### config.mk
export PLATFORM = sky130hd
export DESIGN_NAME = network_rx_link_arbiter_flat
export DESIGN_NICKNAME = d
export VERILOG_FILES = /design/src/rtl/network_rx_link_arbiter_if.sv /design/src/rtl/network_rx_link_arbiter.sv /design/src/flat_wrapper.sv
export SDC_FILE = /design/constraint.sdc
export NUM_CORES = 1
export LEC_CHECK = 0
export BUFFER_PORTS_ARGS = -buffer_cell sky130_fd_sc_hd__buf_2
export CORE_AREA = 2 2 105 107
export DETAILED_ROUTE_END_ITERATION = 8
export DIE_AREA = 0 0 107 109
export MAX_ROUTING_LAYER = met4
export PLACE_DENSITY = 0.75
export SLEW_MARGIN = 10
export SYNTH_ARGS = -nofsm -noshare
export SYNTH_HDL_FRONTEND = slang
export SYNTH_SLANG_ARGS = --single-unit
### constraint.sdc
create_clock -name clk_250mhz -period 3.7 [get_ports clk_250mhz]
set_clock_uncertainty 0.2 [all_clocks]
set_input_delay 0.74 -clock clk_250mhz [delete_from_list [all_inputs] [get_ports clk_250mhz]]
set_output_delay 0.74 -clock clk_250mhz [all_outputs]
set_load 0.01 [all_outputs]
### src/rtl/network_rx_link_arbiter_if.sv
// Received Ethernet beat stream after clock crossing: one beat per valid cycle,
// start/commit delimit a frame, drop aborts the frame in progress.
interface network_rx_link_arbiter_if;
  logic        valid;
  logic [63:0] data;
  logic [7:0]  keep;
  logic        start;
  logic        commit;
  logic        drop;

  modport master (output valid, data, keep, start, commit, drop);
  modport slave  (input  valid, data, keep, start, commit, drop);
endinterface

### src/rtl/network_rx_link_arbiter.sv
// Selects the SFP or baseT receive stream with debounced link qualification and frame-boundary switchover.
// Define NETWORK_RX_ARBITER_STATS_EN to implement switch_count/abort_count; otherwise both read 0.
module network_rx_link_arbiter #(
  parameter int HOLDOFF_CYCLES = 1024
) (
  input  logic                             clk_250mhz,
  input  logic                             rst_n,
  input  logic                             sfp_link_up,
  input  logic                             rgmii_link_up,
  network_rx_link_arbiter_if.slave         sfp_rx_bus,
  network_rx_link_arbiter_if.slave         rgmii_rx_bus,
  output logic                             eth_link_up,
  network_rx_link_arbiter_if.master        eth_rx_bus,
  output logic [1:0]                       active_port,
  output logic [15:0]                      switch_count,
  output logic [15:0]                      abort_count
);

  localparam int CNT_W = $clog2(HOLDOFF_CYCLES + 1);
  localparam logic [CNT_W-1:0] HOLDOFF_VAL = CNT_W'(HOLDOFF_CYCLES);

  typedef enum logic [1:0] {
    ST_NONE  = 2'd0,
    ST_SFP   = 2'd1,
    ST_BASET = 2'd2
  } state_t;

  state_t      state_reg;
  state_t      state_next;
  logic        armed_reg;
  logic        out_open_reg;
  logic        out_valid_reg;
  logic [63:0] out_data_reg;
  logic [7:0]  out_keep_reg;
  logic        out_start_reg;
  logic        out_commit_reg;
  logic        out_drop_reg;

  logic [1:0]  link_up_vec;
  logic [1:0]  qual_vec;
  logic        sfp_qual;
  logic        rgmii_qual;

  assign link_up_vec = {rgmii_link_up, sfp_link_up};

  // Index 0 = SFP, index 1 = baseT; qual is the saturated counter itself, so it drops the edge after a low sample.
  generate
    for (genvar gi = 0; gi < 2; gi++) begin : g_qual
      logic [CNT_W-1:0] cnt_reg;

      always_ff @(posedge clk_250mhz) begin
        if (!rst_n) begin
          cnt_reg <= '0;
        end else if (!link_up_vec[gi]) begin
          cnt_reg <= '0;
        end else if (cnt_reg != HOLDOFF_VAL) begin
          cnt_reg <= cnt_reg + CNT_W'(1);
        end
      end

      assign qual_vec[gi] = (cnt_reg == HOLDOFF_VAL);
    end
  endgenerate

  assign sfp_qual   = qual_vec[0];
  assign rgmii_qual = qual_vec[1];

  always_comb begin
    state_next = state_reg;
    case (state_reg)
      ST_NONE: begin
        if (sfp_qual)        state_next = ST_SFP;
        else if (rgmii_qual) state_next = ST_BASET;
      end
      ST_SFP: begin
        if (!sfp_qual) state_next = rgmii_qual ? ST_BASET : ST_NONE;
      end
      ST_BASET: begin
        if (!rgmii_qual)                    state_next = sfp_qual ? ST_SFP : ST_NONE;
        else if (sfp_qual && !out_open_reg) state_next = ST_SFP;
      end
      default: state_next = ST_NONE;
    endcase
  end

  logic        sel_valid;
  logic [63:0] sel_data;
  logic [7:0]  sel_keep;
  logic        sel_start;
  logic        sel_commit;
  logic        sel_drop;

  always_comb begin
    sel_valid  = 1'b0;
    sel_data   = '0;
    sel_keep   = '0;
    sel_start  = 1'b0;
    sel_commit = 1'b0;
    sel_drop   = 1'b0;
    if (state_reg == ST_SFP) begin
      sel_valid  = sfp_rx_bus.valid;
      sel_data   = sfp_rx_bus.data;
      sel_keep   = sfp_rx_bus.keep;
      sel_start  = sfp_rx_bus.start;
      sel_commit = sfp_rx_bus.commit;
      sel_drop   = sfp_rx_bus.drop;
    end else if (state_reg == ST_BASET) begin
      sel_valid  = rgmii_rx_bus.valid;
      sel_data   = rgmii_rx_bus.data;
      sel_keep   = rgmii_rx_bus.keep;
      sel_start  = rgmii_rx_bus.start;
      sel_commit = rgmii_rx_bus.commit;
      sel_drop   = rgmii_rx_bus.drop;
    end
  end

  logic transition;
  logic forward;

  assign transition = (state_next != state_reg);
  // Nothing is forwarded on a switch cycle; after a switch we wait for a start so no frame tail leaks out.
  assign forward    = !transition && sel_valid && (armed_reg || sel_start);

  always_ff @(posedge clk_250mhz) begin
    if (!rst_n) begin
      state_reg      <= ST_NONE;
      armed_reg      <= 1'b0;
      out_open_reg   <= 1'b0;
      out_valid_reg  <= 1'b0;
      out_data_reg   <= '0;
      out_keep_reg   <= '0;
      out_start_reg  <= 1'b0;
      out_commit_reg <= 1'b0;
      out_drop_reg   <= 1'b0;
    end else begin
      state_reg      <= state_next;
      out_valid_reg  <= 1'b0;
      out_data_reg   <= '0;
      out_keep_reg   <= '0;
      out_start_reg  <= 1'b0;
      out_commit_reg <= 1'b0;
      out_drop_reg   <= 1'b0;
      if (transition) begin
        armed_reg <= 1'b0;
        if (out_open_reg) begin
          out_valid_reg <= 1'b1;
          out_drop_reg  <= 1'b1;
          out_open_reg  <= 1'b0;
        end
      end else if (forward) begin
        out_valid_reg  <= 1'b1;
        out_data_reg   <= sel_data;
        out_keep_reg   <= sel_keep;
        out_start_reg  <= sel_start;
        out_commit_reg <= sel_commit;
        out_drop_reg   <= sel_drop;
        if (sel_start) armed_reg <= 1'b1;
        if (sel_commit || sel_drop) out_open_reg <= 1'b0;
        else if (sel_start)         out_open_reg <= 1'b1;
      end
    end
  end

  assign eth_rx_bus.valid  = out_valid_reg;
  assign eth_rx_bus.data   = out_data_reg;
  assign eth_rx_bus.keep   = out_keep_reg;
  assign eth_rx_bus.start  = out_start_reg;
  assign eth_rx_bus.commit = out_commit_reg;
  assign eth_rx_bus.drop   = out_drop_reg;

  assign eth_link_up = (state_reg != ST_NONE);
  assign active_port = state_reg;

`ifdef NETWORK_RX_ARBITER_STATS_EN
  logic [15:0] switch_count_reg;
  logic [15:0] abort_count_reg;

  always_ff @(posedge clk_250mhz) begin
    if (!rst_n) begin
      switch_count_reg <= '0;
      abort_count_reg  <= '0;
    end else begin
      if (transition)                 switch_count_reg <= switch_count_reg + 16'd1;
      if (transition && out_open_reg) abort_count_reg  <= abort_count_reg + 16'd1;
    end
  end

  assign switch_count = switch_count_reg;
  assign abort_count  = abort_count_reg;
`else
  assign switch_count = '0;
  assign abort_count  = '0;
`endif

endmodule

### src/flat_wrapper.sv
// flat-port wrapper written by rule: the top's interface ports become plain ports
module network_rx_link_arbiter_flat 
#(
  parameter int HOLDOFF_CYCLES = 1024
)
  (clk_250mhz, rst_n, sfp_link_up, rgmii_link_up, eth_link_up, active_port, switch_count, abort_count, sfp_rx_bus_valid, sfp_rx_bus_data, sfp_rx_bus_keep, sfp_rx_bus_start, sfp_rx_bus_commit, sfp_rx_bus_drop, rgmii_rx_bus_valid, rgmii_rx_bus_data, rgmii_rx_bus_keep, rgmii_rx_bus_start, rgmii_rx_bus_commit, rgmii_rx_bus_drop, eth_rx_bus_valid, eth_rx_bus_data, eth_rx_bus_keep, eth_rx_bus_start, eth_rx_bus_commit, eth_rx_bus_drop);
  network_rx_link_arbiter_if sfp_rx_bus_i ();
  network_rx_link_arbiter_if rgmii_rx_bus_i ();
  network_rx_link_arbiter_if eth_rx_bus_i ();
  input  logic clk_250mhz;
  input  logic rst_n;
  input  logic sfp_link_up;
  input  logic rgmii_link_up;
  output logic eth_link_up;
  output logic [1:0] active_port;
  output logic [15:0] switch_count;
  output logic [15:0] abort_count;
  input wire logic [$bits(sfp_rx_bus_i.valid)-1:0] sfp_rx_bus_valid;
  input wire logic [$bits(sfp_rx_bus_i.data)-1:0] sfp_rx_bus_data;
  input wire logic [$bits(sfp_rx_bus_i.keep)-1:0] sfp_rx_bus_keep;
  input wire logic [$bits(sfp_rx_bus_i.start)-1:0] sfp_rx_bus_start;
  input wire logic [$bits(sfp_rx_bus_i.commit)-1:0] sfp_rx_bus_commit;
  input wire logic [$bits(sfp_rx_bus_i.drop)-1:0] sfp_rx_bus_drop;
  input wire logic [$bits(rgmii_rx_bus_i.valid)-1:0] rgmii_rx_bus_valid;
  input wire logic [$bits(rgmii_rx_bus_i.data)-1:0] rgmii_rx_bus_data;
  input wire logic [$bits(rgmii_rx_bus_i.keep)-1:0] rgmii_rx_bus_keep;
  input wire logic [$bits(rgmii_rx_bus_i.start)-1:0] rgmii_rx_bus_start;
  input wire logic [$bits(rgmii_rx_bus_i.commit)-1:0] rgmii_rx_bus_commit;
  input wire logic [$bits(rgmii_rx_bus_i.drop)-1:0] rgmii_rx_bus_drop;
  output wire logic [$bits(eth_rx_bus_i.valid)-1:0] eth_rx_bus_valid;
  output wire logic [$bits(eth_rx_bus_i.data)-1:0] eth_rx_bus_data;
  output wire logic [$bits(eth_rx_bus_i.keep)-1:0] eth_rx_bus_keep;
  output wire logic [$bits(eth_rx_bus_i.start)-1:0] eth_rx_bus_start;
  output wire logic [$bits(eth_rx_bus_i.commit)-1:0] eth_rx_bus_commit;
  output wire logic [$bits(eth_rx_bus_i.drop)-1:0] eth_rx_bus_drop;
  assign sfp_rx_bus_i.valid = sfp_rx_bus_valid;
  assign sfp_rx_bus_i.data = sfp_rx_bus_data;
  assign sfp_rx_bus_i.keep = sfp_rx_bus_keep;
  assign sfp_rx_bus_i.start = sfp_rx_bus_start;
  assign sfp_rx_bus_i.commit = sfp_rx_bus_commit;
  assign sfp_rx_bus_i.drop = sfp_rx_bus_drop;
  assign rgmii_rx_bus_i.valid = rgmii_rx_bus_valid;
  assign rgmii_rx_bus_i.data = rgmii_rx_bus_data;
  assign rgmii_rx_bus_i.keep = rgmii_rx_bus_keep;
  assign rgmii_rx_bus_i.start = rgmii_rx_bus_start;
  assign rgmii_rx_bus_i.commit = rgmii_rx_bus_commit;
  assign rgmii_rx_bus_i.drop = rgmii_rx_bus_drop;
  assign eth_rx_bus_valid = eth_rx_bus_i.valid;
  assign eth_rx_bus_data = eth_rx_bus_i.data;
  assign eth_rx_bus_keep = eth_rx_bus_i.keep;
  assign eth_rx_bus_start = eth_rx_bus_i.start;
  assign eth_rx_bus_commit = eth_rx_bus_i.commit;
  assign eth_rx_bus_drop = eth_rx_bus_i.drop;
  network_rx_link_arbiter #(.HOLDOFF_CYCLES(HOLDOFF_CYCLES)) u_core (.clk_250mhz(clk_250mhz), .rst_n(rst_n), .sfp_link_up(sfp_link_up), .rgmii_link_up(rgmii_link_up), .sfp_rx_bus(sfp_rx_bus_i), .rgmii_rx_bus(rgmii_rx_bus_i), .eth_link_up(eth_link_up), .eth_rx_bus(eth_rx_bus_i), .active_port(active_port), .switch_count(switch_count), .abort_count(abort_count));
endmodule
After elaboration in Yosys (flattened, before gate mapping). Cells that the tools add are included.

Input port bits: 156. Output and inout bits: 111. Bits in registers: 102.

Muxes and demuxes: 27. $add $sub $neg: 2. Eq/ne operators: 7. Reduce and logical (&&, ||, !) cells: 16. Bitwise logic cells: 2.

Operators with widths (count): $mux W64 (2); $add A11 B1 Y11 const B (2); $eq A11 B11 Y1 const B (2); $ne A11 B11 Y1 const B (2); $mux W1 (16); $mux W8 (2); $mux W2 (6); $reduce_and A2 Y1 (4); $pmux W2 S3 (1); $reduce_bool A2 Y1 (2); $logic_and A1 B1 Y1 (3); $reduce_or A3 Y1 (1); $eq A2 B1 Y1 const B (1); $eq A2 B2 Y1 const B (1); $logic_not A1 Y1 (2); $logic_not A2 Y1 (1); $logic_or A1 B1 Y1 (2); $ne A2 B2 Y1 (1); $not A1 Y1 (2); $reduce_or A2 Y1 (1).

Logic depth before layout (Yosys ltp).
Word-level depth: 11. Mapped depth: 10.

Worst setup path after synthesis. Ideal clock, no wire load.

Path type: reg2reg. Start: reg u_core.g_qual[0].cnt_reg[0]. End: reg u_core.out_drop_reg, in the netlist u_core.eth_rx_bus.drop. Slack: 1.627 ns. Period minus slack after synthesis: 2.073 ns. Arrival time: 1.815 ns. Setup time: 0.058 ns. Data required time: 3.442 ns. Stages on the path, launching flop included: 9. Path through: dfxtp_1 > inv_1 > ha_1 > nor2b_1 > and3_1 > clkbuf_2 > or3_2 > a311o_1 > nand2_1.

Word-level cells in the longest chain between the ends: 11. Elaborated cells between the ends (all ways): 14.

RTL lines: start: declaration (RTL line network_rx_link_arbiter.sv:49) `logic [CNT_W-1:0] cnt_reg;`; start signal: assignment (RTL line network_rx_link_arbiter.sv:57) `cnt_reg <= cnt_reg + CNT_W'(1);`; $eq A11 B11 Y1 (*) (RTL line network_rx_link_arbiter.sv:61) `assign qual_vec[gi] = (cnt_reg == HOLDOFF_VAL);`; $logic_and A1 B1 Y1 (RTL line network_rx_link_arbiter.sv:80) `else if (sfp_qual && !out_open_reg) state_next = ST_SFP;`; $mux W2 (RTL line network_rx_link_arbiter.sv:80); $mux W2 (RTL line network_rx_link_arbiter.sv:79) `if (!rgmii_qual) state_next = sfp_qual ? ST_SFP : ST_NONE;`; $pmux W2 S3 (*) (RTL line network_rx_link_arbiter.sv:70) `case (state_reg)`; $ne A2 B2 Y1 (*) (RTL line network_rx_link_arbiter.sv:120) `assign transition = (state_next != state_reg);`; $logic_not A1 Y1 (RTL line network_rx_link_arbiter.sv:122) `assign forward = !transition && sel_valid && (armed_reg || sel_start);`; $logic_and A1 B1 Y1 (2 in a row) (RTL line network_rx_link_arbiter.sv:122); $mux W1 (RTL line network_rx_link_arbiter.sv:150) `end else if (forward) begin`; $mux W1 (*) (RTL line network_rx_link_arbiter.sv:143) `if (transition) begin`; end signal: assignment (RTL line network_rx_link_arbiter.sv:156) `out_drop_reg <= sel_drop;`; end: declaration (RTL line network_rx_link_arbiter.sv:37) `logic out_drop_reg;`.

Mark *: on every way between the ends. The rest lies on a longest branch, timed or not. A chain may end at the register's enable or synchronous reset.

Final worst setup path.
Start: reg u_core.state_reg[0], in the netlist u_core.active_port[0]. End: reg u_core.out_open_reg.

Word-level cells in the longest chain between the ends: 8. Elaborated cells between the ends (all ways): 27.

RTL lines: start: declaration (RTL line network_rx_link_arbiter.sv:28) `state_t state_reg;`; start signal: assignment (RTL line network_rx_link_arbiter.sv:136) `state_reg <= state_next;`; $mux W2, on equally long branches (RTL line network_rx_link_arbiter.sv:80, network_rx_link_arbiter.sv:73); $mux W2, on equally long branches (RTL line network_rx_link_arbiter.sv:79, network_rx_link_arbiter.sv:72); $pmux W2 S3 (RTL line network_rx_link_arbiter.sv:70); $ne A2 B2 Y1 (RTL line network_rx_link_arbiter.sv:120); $logic_not A1 Y1 (RTL line network_rx_link_arbiter.sv:122); $logic_and A1 B1 Y1 (2 in a row) (RTL line network_rx_link_arbiter.sv:122); $reduce_and A2 Y1 (no source line); end signal: assignment (RTL line network_rx_link_arbiter.sv:128) `out_open_reg <= 1'b0;`; end signal: assignment (RTL line network_rx_link_arbiter.sv:148) `out_open_reg <= 1'b0;`; end signal: assignment (RTL line network_rx_link_arbiter.sv:158) `if (sel_commit || sel_drop) out_open_reg <= 1'b0;`; end: declaration (RTL line network_rx_link_arbiter.sv:31) `logic out_open_reg;`.

Several ways; a longest one is shown, not always the timed one.

==> run summary <==
Worst-Skew Late Latency: 0.35 ns
Reg2reg path depth: 6
Critical path class: register to register
ANT cells: 0
Utilization after layout: 51.1%
Mapped Cells: 446
Worst setup path endpoint: u_core.out_open_reg
Clock root cell: clkbuf_8
Post-cts resize count: 0
Yosys reg bits: 102
Overflow after GRT: 0
Nets: 823
GP Congestion: 0.869
Hold/Removal Path Class: register to register
Worst setup SP type: register
First-pass GRT wire length: 17000 um
Num CTS Buffers: 9
Core Area: 10600 um^2
RSZ-0062 raised after global routing: false
FMAX: 410 MHz
CP Capture Type: register
Chip height: 109 um
Mux cell area share after synthesis: 0.521%
Antenna viol nets, final: 0
Total Wirelength: 11300 um
DR iter-0 viols: 306
Post-Syn Area: 4090 um^2
Routed WL per cell: 13.9 um
Setup WS post-layout: 1.26 ns
Endpoints failing hold: 0
Leak: 2.44 nW
Reg-to-Reg Start: u_core.active_port[0]
Vias: 3964
Final-report max-slew violation count: 0
Final HPWL DP: 8730 um
Slew @ Worst Pin: 0.677 ns
Final setup TNS: 0 ns
Status: finished clean
Hold_ws: 0.298 ns
R2R setup slack: 1.26 ns
Post-Synth Adder-Cell Area: 1.22%
Post-placement worst setup slack: 1.29 ns
Maximum vdd drop: 213 uV
Synth unique cells: 43
All-Layer GR Usage: 18.9%
Area after DPL: 5210 um^2
Main combinational cell family by area after synthesis: simple AND/OR/NAND/NOR gates
Register area share after synthesis: 50.0%
Power per cell area: 358 nW/um^2
Reg-to-Reg End: u_core.out_open_reg
Setup violations, final: 0
Number of flip-flops in the largest register: 64
Worst Path Required: 3.75 ns
Initial antenna violation count: 0
Die width: 107 um
DRT Pass-1 Iters: 6
CTS clk-pin slew, worst paths: 0.09 ns
Fin crit share: 65.9%
# DRC: 0
Synth Area in XOR/XNOR: 3.64%
Post-route cell area: 5410 um^2
CP Launch Point: u_core.active_port[0]
TritonCTS Sinks: 102
Syn_area_per_cell: 9.16 um^2
Area growth syn-to-layout: 32.5%
CTS tree: built
Worst EP arrival: 2.48 ns
Ports: 267
Initial Utilization: 38.5%
Normalized max-slew margin: 54.9%
Layout cells sized above 1: 40.0%
Vias in the first global route: 3581
Post-synthesis compound-gate area fraction: 16.4%
Number of cell rows: 38
Max Root-Sink Buffers: 2
Largest net degree at the start of global routing: 45
H-tree depth reported by CTS: 3
Worst Path Max Fanout: 39
Max cap viols: 0
Post-synthesis simple-gate area fraction: 18.5%
Final min period: 2.44 ns
Postcts setup bufs: 0
# hold bufs at CTS: 0
Vias per cell: 4.91
Die area: 11700 um^2
Warnings from Yosys: 0
Port Buffers: 234
-- cells in the final DEF, fill, tap and decap left out, types with 5 or more instances in the layout --
cell type and n:
xor2_1 11, a21oi_1 7, dfxtp_1 102, inv_1 6
clkbuf_8 11, nor3_1 5, nand2_1 15, nor2_1 93
buf_2 234, conb_1 32, and3_1 7, xnor2_1 6
nand3_1 15, a22oi_1 74
-- kinds of logic (layout without fill, tap and decap cells) --
group	count (synthesis)	after routing
AND/OR/NAND/NOR	160	160
flip-flops	102	102
AO/OA/AOI/OAI	91	91
buffers and inverters	69	260
XOR/XNOR	17	17
adder cells (fa/ha/maj)	4	4
multiplexers	2	2
other	1	32
-- through the flow --
| step | power, mW | cells |
|---|---|---|
| floorplan | 1.18 | 477 |
| global placement | 1.24 | 792 |
| detailed placement | 1.24 | 792 |
| CTS | 1.97 | 808 |
| global route | 2.03 | 808 |
| finish | 1.94 | 808 |
-- per-layer routing --
metal	wire length, um	up-vias	GRT usage [%]	share of wire (%)
met4	253	0	8.26	2.2
met2	5640	208	31.8	50
li1	-	1914	-	-
met3	898	20	2.87	8.0
met5	0	-	-	0
met1	4470	1822	22.6	40
-- critical path, cell delays in order, from the launching register on --
cell	delay [ns]
dfxtp_1	0.50
and2b_2	0.65
buf_4	0.49
o21ai_0	0.15
nand2_1	0.10
a21oi_1	0.06
and3_1	0.19
-- power by group --
part           total, mW  switching [mW]  internal, mW  leakage (nW)
Clock              0.722           0.371         0.350         0.106
Sequential          1.10         0.00177          1.10         0.822
Combinational      0.115          0.0528        0.0624          1.52
Total               1.94           0.426          1.51          2.44
-- how the worst min path moves through the flow --
| stage | start | to | slack [ns] | cells past startpoint |
|---|---|---|---|---|
| 2_1_floorplan | u_core.g_qual[0].cnt_reg[1] | u_core.g_qual[0].cnt_reg[1] | 0.26 | 2 |
| 3_3_place_gp | u_core.g_qual[0].cnt_reg[1] | u_core.g_qual[0].cnt_reg[1] | 0.27 | 2 |
| 4_1_cts | u_core.g_qual[0].cnt_reg[1] | u_core.g_qual[0].cnt_reg[1] | 0.30 | 2 |
| 5_1_grt | u_core.armed_reg | u_core.armed_reg | 0.33 | 1 |
| 6_report | u_core.g_qual[0].cnt_reg[1] | u_core.g_qual[0].cnt_reg[1] | 0.30 | 2 |
| 3_5_place_dp | u_core.g_qual[0].cnt_reg[1] | u_core.g_qual[0].cnt_reg[1] | 0.28 | 2 |
-- area by class of cell --
cell class	count	area [um^2]
inverter	6	22.5
clock inverter	5	56.3
multi-input combinational	306	1770
timing repair buffer	238	1200
clock buffer	11	151
fill	991	5190
sequential	102	2040
tap	140	175
-- cell usage after synthesis, drive strengths merged --
master  count  share of area, %
or2b        1              0.21
or3         2              0.34
o211ai      1              0.31
ha          4               1.2
nor2       93               8.5
and3        8               1.3
xnor2       6               1.3
dfxtp     102                50
conb        1             0.092
mux2        1              0.28
or4b        1              0.34
o21ai       4              0.49
nand2b      1              0.15
clkbuf     23               2.1
mux2i       1              0.24
a32oi       1              0.21
o211a       2              0.49
nand3      15               1.8
a311o       1              0.24
nand2      15               1.4
or2         1              0.15
nor3b       1              0.46
a22oi      74                14
nor4        3              0.61
nand3b      4              0.73
inv         6              0.55
a21o        1              0.18
nand4       4              0.61
nor3        5              0.61
nor4b       1              0.21
nand4b      1              0.21
buf        40               7.0
a21oi       7              0.86
or3b        1              0.21
and2b       2              0.43
xor2       11               2.4
nor2b       1              0.15
No activity file was read; power rests on OpenSTA's default activity.
